**src/rtl/digit_stream_unit_if.sv**
```systemverilog
// digit_stream_unit_if: groups the serial digit input, the operation controls
// and the registered results of digit_stream_unit.
//   master: drives Din_valid, Din, A, S, I; observes B, Err, Frame_done,
//           Frame_valid, Busy, Bcd_err
//   slave : the digit_stream_unit side (opposite directions)
interface digit_stream_unit_if #(
    parameter int unsigned DIGITS = 8,
    parameter int unsigned DW     = 4,
    parameter int unsigned AW     = 5
);
    localparam int unsigned OUT_W = 2 * DW;

    logic              Din_valid;
    logic [DW-1:0]     Din;
    logic [AW-1:0]     A;
    logic              S;
    logic              I;
    logic [OUT_W-1:0]  B;
    logic              Err;
    logic              Frame_done;
    logic              Frame_valid;
    logic              Busy;
    logic              Bcd_err;

    modport master (
        output Din_valid, Din, A, S, I,
        input  B, Err, Frame_done, Frame_valid, Busy, Bcd_err
    );

    modport slave (
        input  Din_valid, Din, A, S, I,
        output B, Err, Frame_done, Frame_valid, Busy, Bcd_err
    );
endinterface

```
**src/rtl/digit_stream_unit.sv**
```systemverilog
// digit_stream_unit: collects a frame of DIGITS serial DW-bit digits (MSD
// first), snapshots it, and serves addressed digit read / add / accumulator
// load / accumulator increment selected by {S,I}. Results are registered
// (latency 1).
// Ports:
//   Clk  - clock, rising edge
//   Rst  - synchronous reset, active-high
//   bus  - digit_stream_unit_if.slave:
//          Din_valid, Din   serial digit input
//          A, S, I          digit address and mode select
//          B, Err           registered result / out-of-range flag
//          Frame_done       one-cycle pulse after a frame is captured
//          Frame_valid      sticky, a frame has been captured since reset
//          Busy             partial frame in progress (combinational)
//          Bcd_err          sticky BCD violation flag
// Optional feature: define DSU_BCD_CHECK_EN to flag any accepted digit > 9
// on Bcd_err; otherwise Bcd_err is tied low.
module digit_stream_unit #(
    parameter int unsigned DIGITS = 8,
    parameter int unsigned DW     = 4,
    parameter int unsigned AW     = 5
) (
    input  logic              Clk,
    input  logic              Rst,
    digit_stream_unit_if.slave bus
);
    localparam int unsigned OUT_W = 2 * DW;
    localparam int unsigned XW    = DIGITS * DW;
    localparam int unsigned CW    = $clog2(DIGITS);

    logic [XW-1:0]    x_q, x_d;
    logic [XW-1:0]    xs_q, xs_d;
    logic [DW-1:0]    m_q, m_d;
    logic [CW-1:0]    dcnt_q, dcnt_d;
    logic [OUT_W-1:0] b_q, b_d;
    logic             err_q, err_d;
    logic             done_q, done_d;
    logic             fv_q, fv_d;

    logic [XW-1:0]    x_shift;
    logic             last_digit;
    logic             in_range;
    logic [DW-1:0]    d;
    logic [DW-1:0]    m_inc;

    // State registers
    always_ff @(posedge Clk) begin
        if (Rst) begin
            x_q    <= '0;
            xs_q   <= '0;
            m_q    <= '0;
            dcnt_q <= '0;
            b_q    <= '0;
            err_q  <= 1'b0;
            done_q <= 1'b0;
            fv_q   <= 1'b0;
        end else begin
            x_q    <= x_d;
            xs_q   <= xs_d;
            m_q    <= m_d;
            dcnt_q <= dcnt_d;
            b_q    <= b_d;
            err_q  <= err_d;
            done_q <= done_d;
            fv_q   <= fv_d;
        end
    end

    // Shift path and frame capture
    always_comb begin
        x_shift    = {x_q[XW-DW-1:0], bus.Din};
        last_digit = bus.Din_valid && (dcnt_q == CW'(DIGITS - 1));
        x_d        = x_q;
        xs_d       = xs_q;
        dcnt_d     = dcnt_q;
        done_d     = 1'b0;
        fv_d       = fv_q;
        if (bus.Din_valid) begin
            x_d = x_shift;
            if (last_digit) begin
                xs_d   = x_shift;
                dcnt_d = '0;
                done_d = 1'b1;
                fv_d   = 1'b1;
            end else begin
                dcnt_d = dcnt_q + CW'(1);
            end
        end
    end

    // Digit select from the snapshot; compare in 32 bits so no address aliases
    always_comb begin
        in_range = (32'(bus.A) < DIGITS);
        d        = '0;
        for (int unsigned k = 0; k < DIGITS; k++) begin
            if (32'(bus.A) == k) begin
                d = xs_q[k*DW +: DW];
            end
        end
    end

    // Operation decode
    always_comb begin
        m_inc = m_q + DW'(1);
        m_d   = m_q;
        b_d   = '0;
        err_d = !in_range;
        case ({bus.S, bus.I})
            2'b00: b_d = OUT_W'(d);
            2'b01: b_d = OUT_W'(d) + OUT_W'(m_q);
            2'b10: begin
                m_d = d;
                b_d = {d, m_q};
            end
            default: begin
                m_d = m_inc;
                b_d = OUT_W'(m_inc);
            end
        endcase
    end

`ifdef DSU_BCD_CHECK_EN
    logic bcd_q, bcd_d;

    // Sticky flag for any accepted digit above 9
    always_comb begin
        bcd_d = bcd_q;
        if (bus.Din_valid && (32'(bus.Din) > 32'd9)) begin
            bcd_d = 1'b1;
        end
    end

    always_ff @(posedge Clk) begin
        if (Rst) begin
            bcd_q <= 1'b0;
        end else begin
            bcd_q <= bcd_d;
        end
    end

    assign bus.Bcd_err = bcd_q;
`else
    assign bus.Bcd_err = 1'b0;
`endif

    assign bus.B           = b_q;
    assign bus.Err         = err_q;
    assign bus.Frame_done  = done_q;
    assign bus.Frame_valid = fv_q;
    assign bus.Busy        = (dcnt_q != '0);
endmodule
```
**src/flat_wrapper.sv**
```systemverilog
// flat-port wrapper written by rule: the top's interface ports become plain ports
module digit_stream_unit_flat 
#(
    parameter int unsigned DIGITS = 8,
    parameter int unsigned DW     = 4,
    parameter int unsigned AW     = 5
)
  (Clk, Rst, bus_Din_valid, bus_Din, bus_A, bus_S, bus_I, bus_B, bus_Err, bus_Frame_done, bus_Frame_valid, bus_Busy, bus_Bcd_err);
  digit_stream_unit_if #(.DIGITS(DIGITS), .DW(DW), .AW(AW)) bus_i ();
  input  logic Clk;
  input  logic Rst;
  input wire logic [$bits(bus_i.Din_valid)-1:0] bus_Din_valid;
  input wire logic [$bits(bus_i.Din)-1:0] bus_Din;
  input wire logic [$bits(bus_i.A)-1:0] bus_A;
  input wire logic [$bits(bus_i.S)-1:0] bus_S;
  input wire logic [$bits(bus_i.I)-1:0] bus_I;
  output wire logic [$bits(bus_i.B)-1:0] bus_B;
  output wire logic [$bits(bus_i.Err)-1:0] bus_Err;
  output wire logic [$bits(bus_i.Frame_done)-1:0] bus_Frame_done;
  output wire logic [$bits(bus_i.Frame_valid)-1:0] bus_Frame_valid;
  output wire logic [$bits(bus_i.Busy)-1:0] bus_Busy;
  output wire logic [$bits(bus_i.Bcd_err)-1:0] bus_Bcd_err;
  assign bus_i.Din_valid = bus_Din_valid;
  assign bus_i.Din = bus_Din;
  assign bus_i.A = bus_A;
  assign bus_i.S = bus_S;
  assign bus_i.I = bus_I;
  assign bus_B = bus_i.B;
  assign bus_Err = bus_i.Err;
  assign bus_Frame_done = bus_i.Frame_done;
  assign bus_Frame_valid = bus_i.Frame_valid;
  assign bus_Busy = bus_i.Busy;
  assign bus_Bcd_err = bus_i.Bcd_err;
  digit_stream_unit #(.DIGITS(DIGITS), .DW(DW), .AW(AW)) u_core (.Clk(Clk), .Rst(Rst), .bus(bus_i));
endmodule
```
**config.mk**
```make
export PLATFORM = sky130hd
export DESIGN_NAME = digit_stream_unit_flat
export DESIGN_NICKNAME = d
export VERILOG_FILES = /design/src/rtl/digit_stream_unit_if.sv /design/src/rtl/digit_stream_unit.sv /design/src/flat_wrapper.sv
export SDC_FILE = /design/constraint.sdc
export NUM_CORES = 1
export LEC_CHECK = 0
export CORE_MARGIN = 2
export CORE_UTILIZATION = 52
export CTS_BUF_LIST = sky130_fd_sc_hd__clkbuf_16
export CTS_CLUSTER_SIZE = 30
export DETAILED_ROUTE_END_ITERATION = 12
export PLACE_DENSITY = 0.85
export REMOVE_ABC_BUFFERS = 1
export SYNTH_ARGS = -nofsm -noshare
export SYNTH_HDL_FRONTEND = slang
export SYNTH_SLANG_ARGS = --single-unit
```
**constraint.sdc**
```tcl
create_clock -name Clk -period 2.7 [get_ports Clk]
set_input_delay 0.54 -clock Clk [delete_from_list [all_inputs] [get_ports Clk]]
set_output_delay 0.54 -clock Clk [all_outputs]
set_load 0.01 [all_outputs]
```
==> results of run 1 <==
==> path summary, 6_finish.rpt <==
kind                      to  slack, ns
max          u_core.bus.B[4]       0.14
min           u_core.xs_q[8]       0.45
max reg2reg  u_core.bus.B[4]       0.47
min reg2reg   u_core.xs_q[8]       0.45
==> metal layers <==
metal	track usage, %	up-vias
li1	-	1380
met1	26.4	1319
met2	36.6	53
met3	3.83	12
met4	10.4	0
met5	0	-
==> worst register-to-register path, cell delays in order, from the launching register on <==
cell      delay (ns)
dfxtp_1         0.33
mux4_2          0.24
o221ai_1        0.11
a31oi_1         0.26
ha_1            0.25
inv_1           0.06
fa_1            0.39
inv_1           0.08
a21o_1          0.11
a21oi_1         0.07
o32ai_1         0.24
==> power by group through the flow <==
stage                     registers (mW)  logic (mW)  clock network [mW]
after global placement              1.20       0.170                   0
final                               1.18       0.175                1.27
after detailed placement            1.20       0.175                   0
after floorplan                     1.20      0.0654                   0
after CTS                           1.18       0.174                1.29
after global routing                1.18       0.191                1.34
==> cell families (layout without fill, tap and decap cells) <==
kind of cell             after synthesis  after routing  synth area share (%)
AND/OR/NAND/NOR                      141            141                  17.8
flip-flops                            78             78                  46.6
AO/OA/AOI/OAI                         71             71                  13.1
buffers and inverters                 42             83                  5.11
multiplexers                          40             40                  12.4
adder cells (fa/ha/maj)                9              9                  3.58
XOR/XNOR                               5              5                  1.31
other                                  1              1                 0.112
==> area by class of cell <==
cell class / instances / area [µm²]
clock inverter: 7 / 90.1
clock buffer: 9 / 225
inverter: 16 / 60.1
sequential: 78 / 1560
timing repair buffer: 51 / 429
fill: 511 / 2180
multi-input combinational: 267 / 1640
tap: 77 / 96.3
==> synth_stat cells (2+ instances only) <==
cell type / count
or3_1: 2
dfxtp_1: 78
o21ai_0: 4
xor2_1: 3
nor2_1: 42
o32ai_2: 2
ha_1: 8
nand3_1: 5
inv_1: 14
o221ai_1: 2
o32ai_1: 2
nand2_1: 73
a31oi_1: 3
a21o_1: 2
nand2b_1: 3
mux2_2: 2
buf_2: 2
xnor2_1: 2
mux2i_1: 37
buf_1: 4
clkbuf_1: 18
nor3_1: 6
a21oi_1: 42
o22ai_1: 7
==> stage by stage <==
step / area, µm² / power [mW] / util (%)
2_1_floorplan: 3240 / 1.27 / -
3_3_place_gp: 3770 / 1.37 / 60.1
3_5_place_dp: 3770 / 1.38 / 60.1
4_1_cts: 4100 / 2.64 / 65.3
5_1_grt: 4100 / 2.71 / 65.3
6_report: 4100 / 2.62 / 65.3
==> sequential cells by signal, indices dropped and copies added, names as in the netlist <==
register                cells
u_core.bus.Frame_valid      1
u_core.x_q                 28
u_core.bus.Err              1
u_core.m_q                  4
u_core.dcnt_q               3
u_core.bus.B                8
u_core.bus.Frame_done       1
u_core.xs_q                32
==> repair_timing <==
item	4_1_cts	5_1_grt
resized for setup	9	2
setup endpoints to repair	4	3
hold buffers	0	0
pin swaps	0	2
==> impl_results.md, run 1 <==
* Status: finished clean
* CP startpoint kind: input port
* Vias in the first global route at 2689
* TNS Setup at 0 ns
* Post-synth top area cell: dfxtp_1
* Worst Hold Depth at 2
* TritonCTS buffer count at 9
* Int Pwr at between 2 and 2.5 mW
* Crit path buffers/inverters at 3
* Sequential share of the synthesized area at 46.6%
* First-pass DRT Iterations at 4
* Worst-margin pin slew at ~0.53 ns
* CTS tree: yes
* Wire length on met3 at between 200 and 300 µm
* Distinct cells, synth at 48
* ANT nets after route at 0
* Die area at between 0.007 and 0.008 mm²
* Clk buf depth at 2
* Clock slew seen by the registers of the worst setup and hold paths at 0.06 ns
* F_max at approximately 0.4 GHz
* Most used flip-flop cell after synthesis: dfxtp_1
* Pins over their slew limit at 0
* Minimum clock period after layout at 2.56 ns
* Clock sinks at between 70 and 80
* Grt total ovfl at 0
* Post-route insts no fill at 505
* Arrival time at the worst endpoint at about 2.8 ns
* I/O Buffers at 25
* Via count at ~2800
* Synth Register Bits at 78
* Commonest cells after routing, fill and taps aside: dfxtp_1 (78), nand2_1 (73), a21oi_1 (42), nor2_1 (42), mux2i_1 (36)
* R2r startpoint: u_core.xs_q[4]
* RSZ-0062 raised after global routing: no
* Area grow syn2layout at 22.2%
* Critical Path Source: bus_A[1]
* Cell mode on critical path: o32ai_2
* Count of flip-flops with a built-in enable after synthesis at 0
* # rows at 29
* GRT Total Usage at a little over a fifth
* Total setup buffers inserted after CTS at 0
* Largest net degree at the start of global routing at 46
* CP Capture Type: flop
* CP top delay family: compound AO/OA/AOI/OAI gates
* Met2 Routed Length at roughly 3500 µm
* Worst slew margin at approximately 65%
* Required time worst endpoint at between 2 and 3 ns
* Depth of the most critical reg-to-reg path at 10
* Root buffer cell: clkbuf_16
* Yosys warns at 0
* Worst hold path type: reg2reg
* P_sw at roughly 0.57 mW
* Worst stage delay on the critical path at 0.54 ns
* Tcrit/Tclk final at approximately 95%
* Mapped Area at around 0.0034 mm²
* Inserted Diodes at 0
* Comb power frac at between 6 and 7%
* HPWL after detailed placement at 4780 µm
* Hold Crit Start: u_core.xs_q[8]
* Critical-path top delay cell: or4_4
* RD Place Congestion at ~0.92
* Post-synth ARST share at 0%
* Most common cell after layout, fill and taps aside: dfxtp_1
* DRC marker count from the first detailed-route iteration at about 130
* DR vias/cell at 5.47
* Chip Width at approximately 84 µm
* Synth area leaders: dfxtp_1 (47%), mux2i_1 (11%), nand2_1 (8.2%), a21oi_1 (6.3%), nor2_1 (4.7%)
* Initial antenna violation count at 0
* VDD IR-drop max at ~490 µV
* Metal1 wirelength at roughly 3200 µm
* Maxcap violations at 0
* Die H at about 84 µm
* Hold WS at 0.453 ns
* Static leakage at approximately 1.7 nW
* DR DRC count at 0
* Mapped Avg Cell Area at between 8 and 9 µm²
* Worst Path Max Fanout at 4
* Reg power frac at 45.0%
* Mapped Cells at about 390
* Clk Latency, worst-skew pair at between 0.3 and 0.4 ns
* Final net count at around 450
* WP depth at 10
* Post-Place Cells at 489
* Post-Route WL at just over 7000 µm
* Final worst setup slack at around 0.14 ns
* Crit Path Category: in2reg
* Sw frac at 21.8%
* CORE AREA at about 0.0063 mm²
* Top layer in use: met4
* H-tree depth at 3
* Clock network fraction of total power at slightly below 50%
* Power Dens Cells at ~640 mW/mm²
* First-pass GRT wire length at roughly 12000 µm
* Final Hold Vio Count at 0
* I/O pin count at 27
* Synth top area share at 46.6%
* CP Cell Sequence: dlygate4sd2_1, or4_4, o32ai_2, o32ai_2, buf_4, fa_1, inv_1, a21o_1, a21oi_1, o32ai_1
* Wire per inst at approximately 14 µm
* Pre-CTS setup slack at -0.543 ns
* Clock Skew at ~0.0048 ns
* Final setup fails at 0
* Starting density of the core at roughly 53%
* Proportion of layout cells with a drive suffix above 1 at about an eighth
No activity file was read; power rests on OpenSTA's default activity.
==> run 2: changes to the inputs <==
==> constraint.sdc (replaced) <==
create_clock -name Clk -period 2.7 [get_ports Clk]
set_input_delay 0.54 -clock Clk [delete_from_list [all_inputs] [get_ports Clk]]
set_output_delay 0.54 -clock Clk [all_outputs]
set_load 0.05 [all_outputs]
==> results of run 2 <==
The final DEF is identical to that of run 1. Status: finished clean.
Main changes from that run: total power 2.62 mW -> 2.64 mW; worst IR drop on VDD 486 µV -> 492 µV
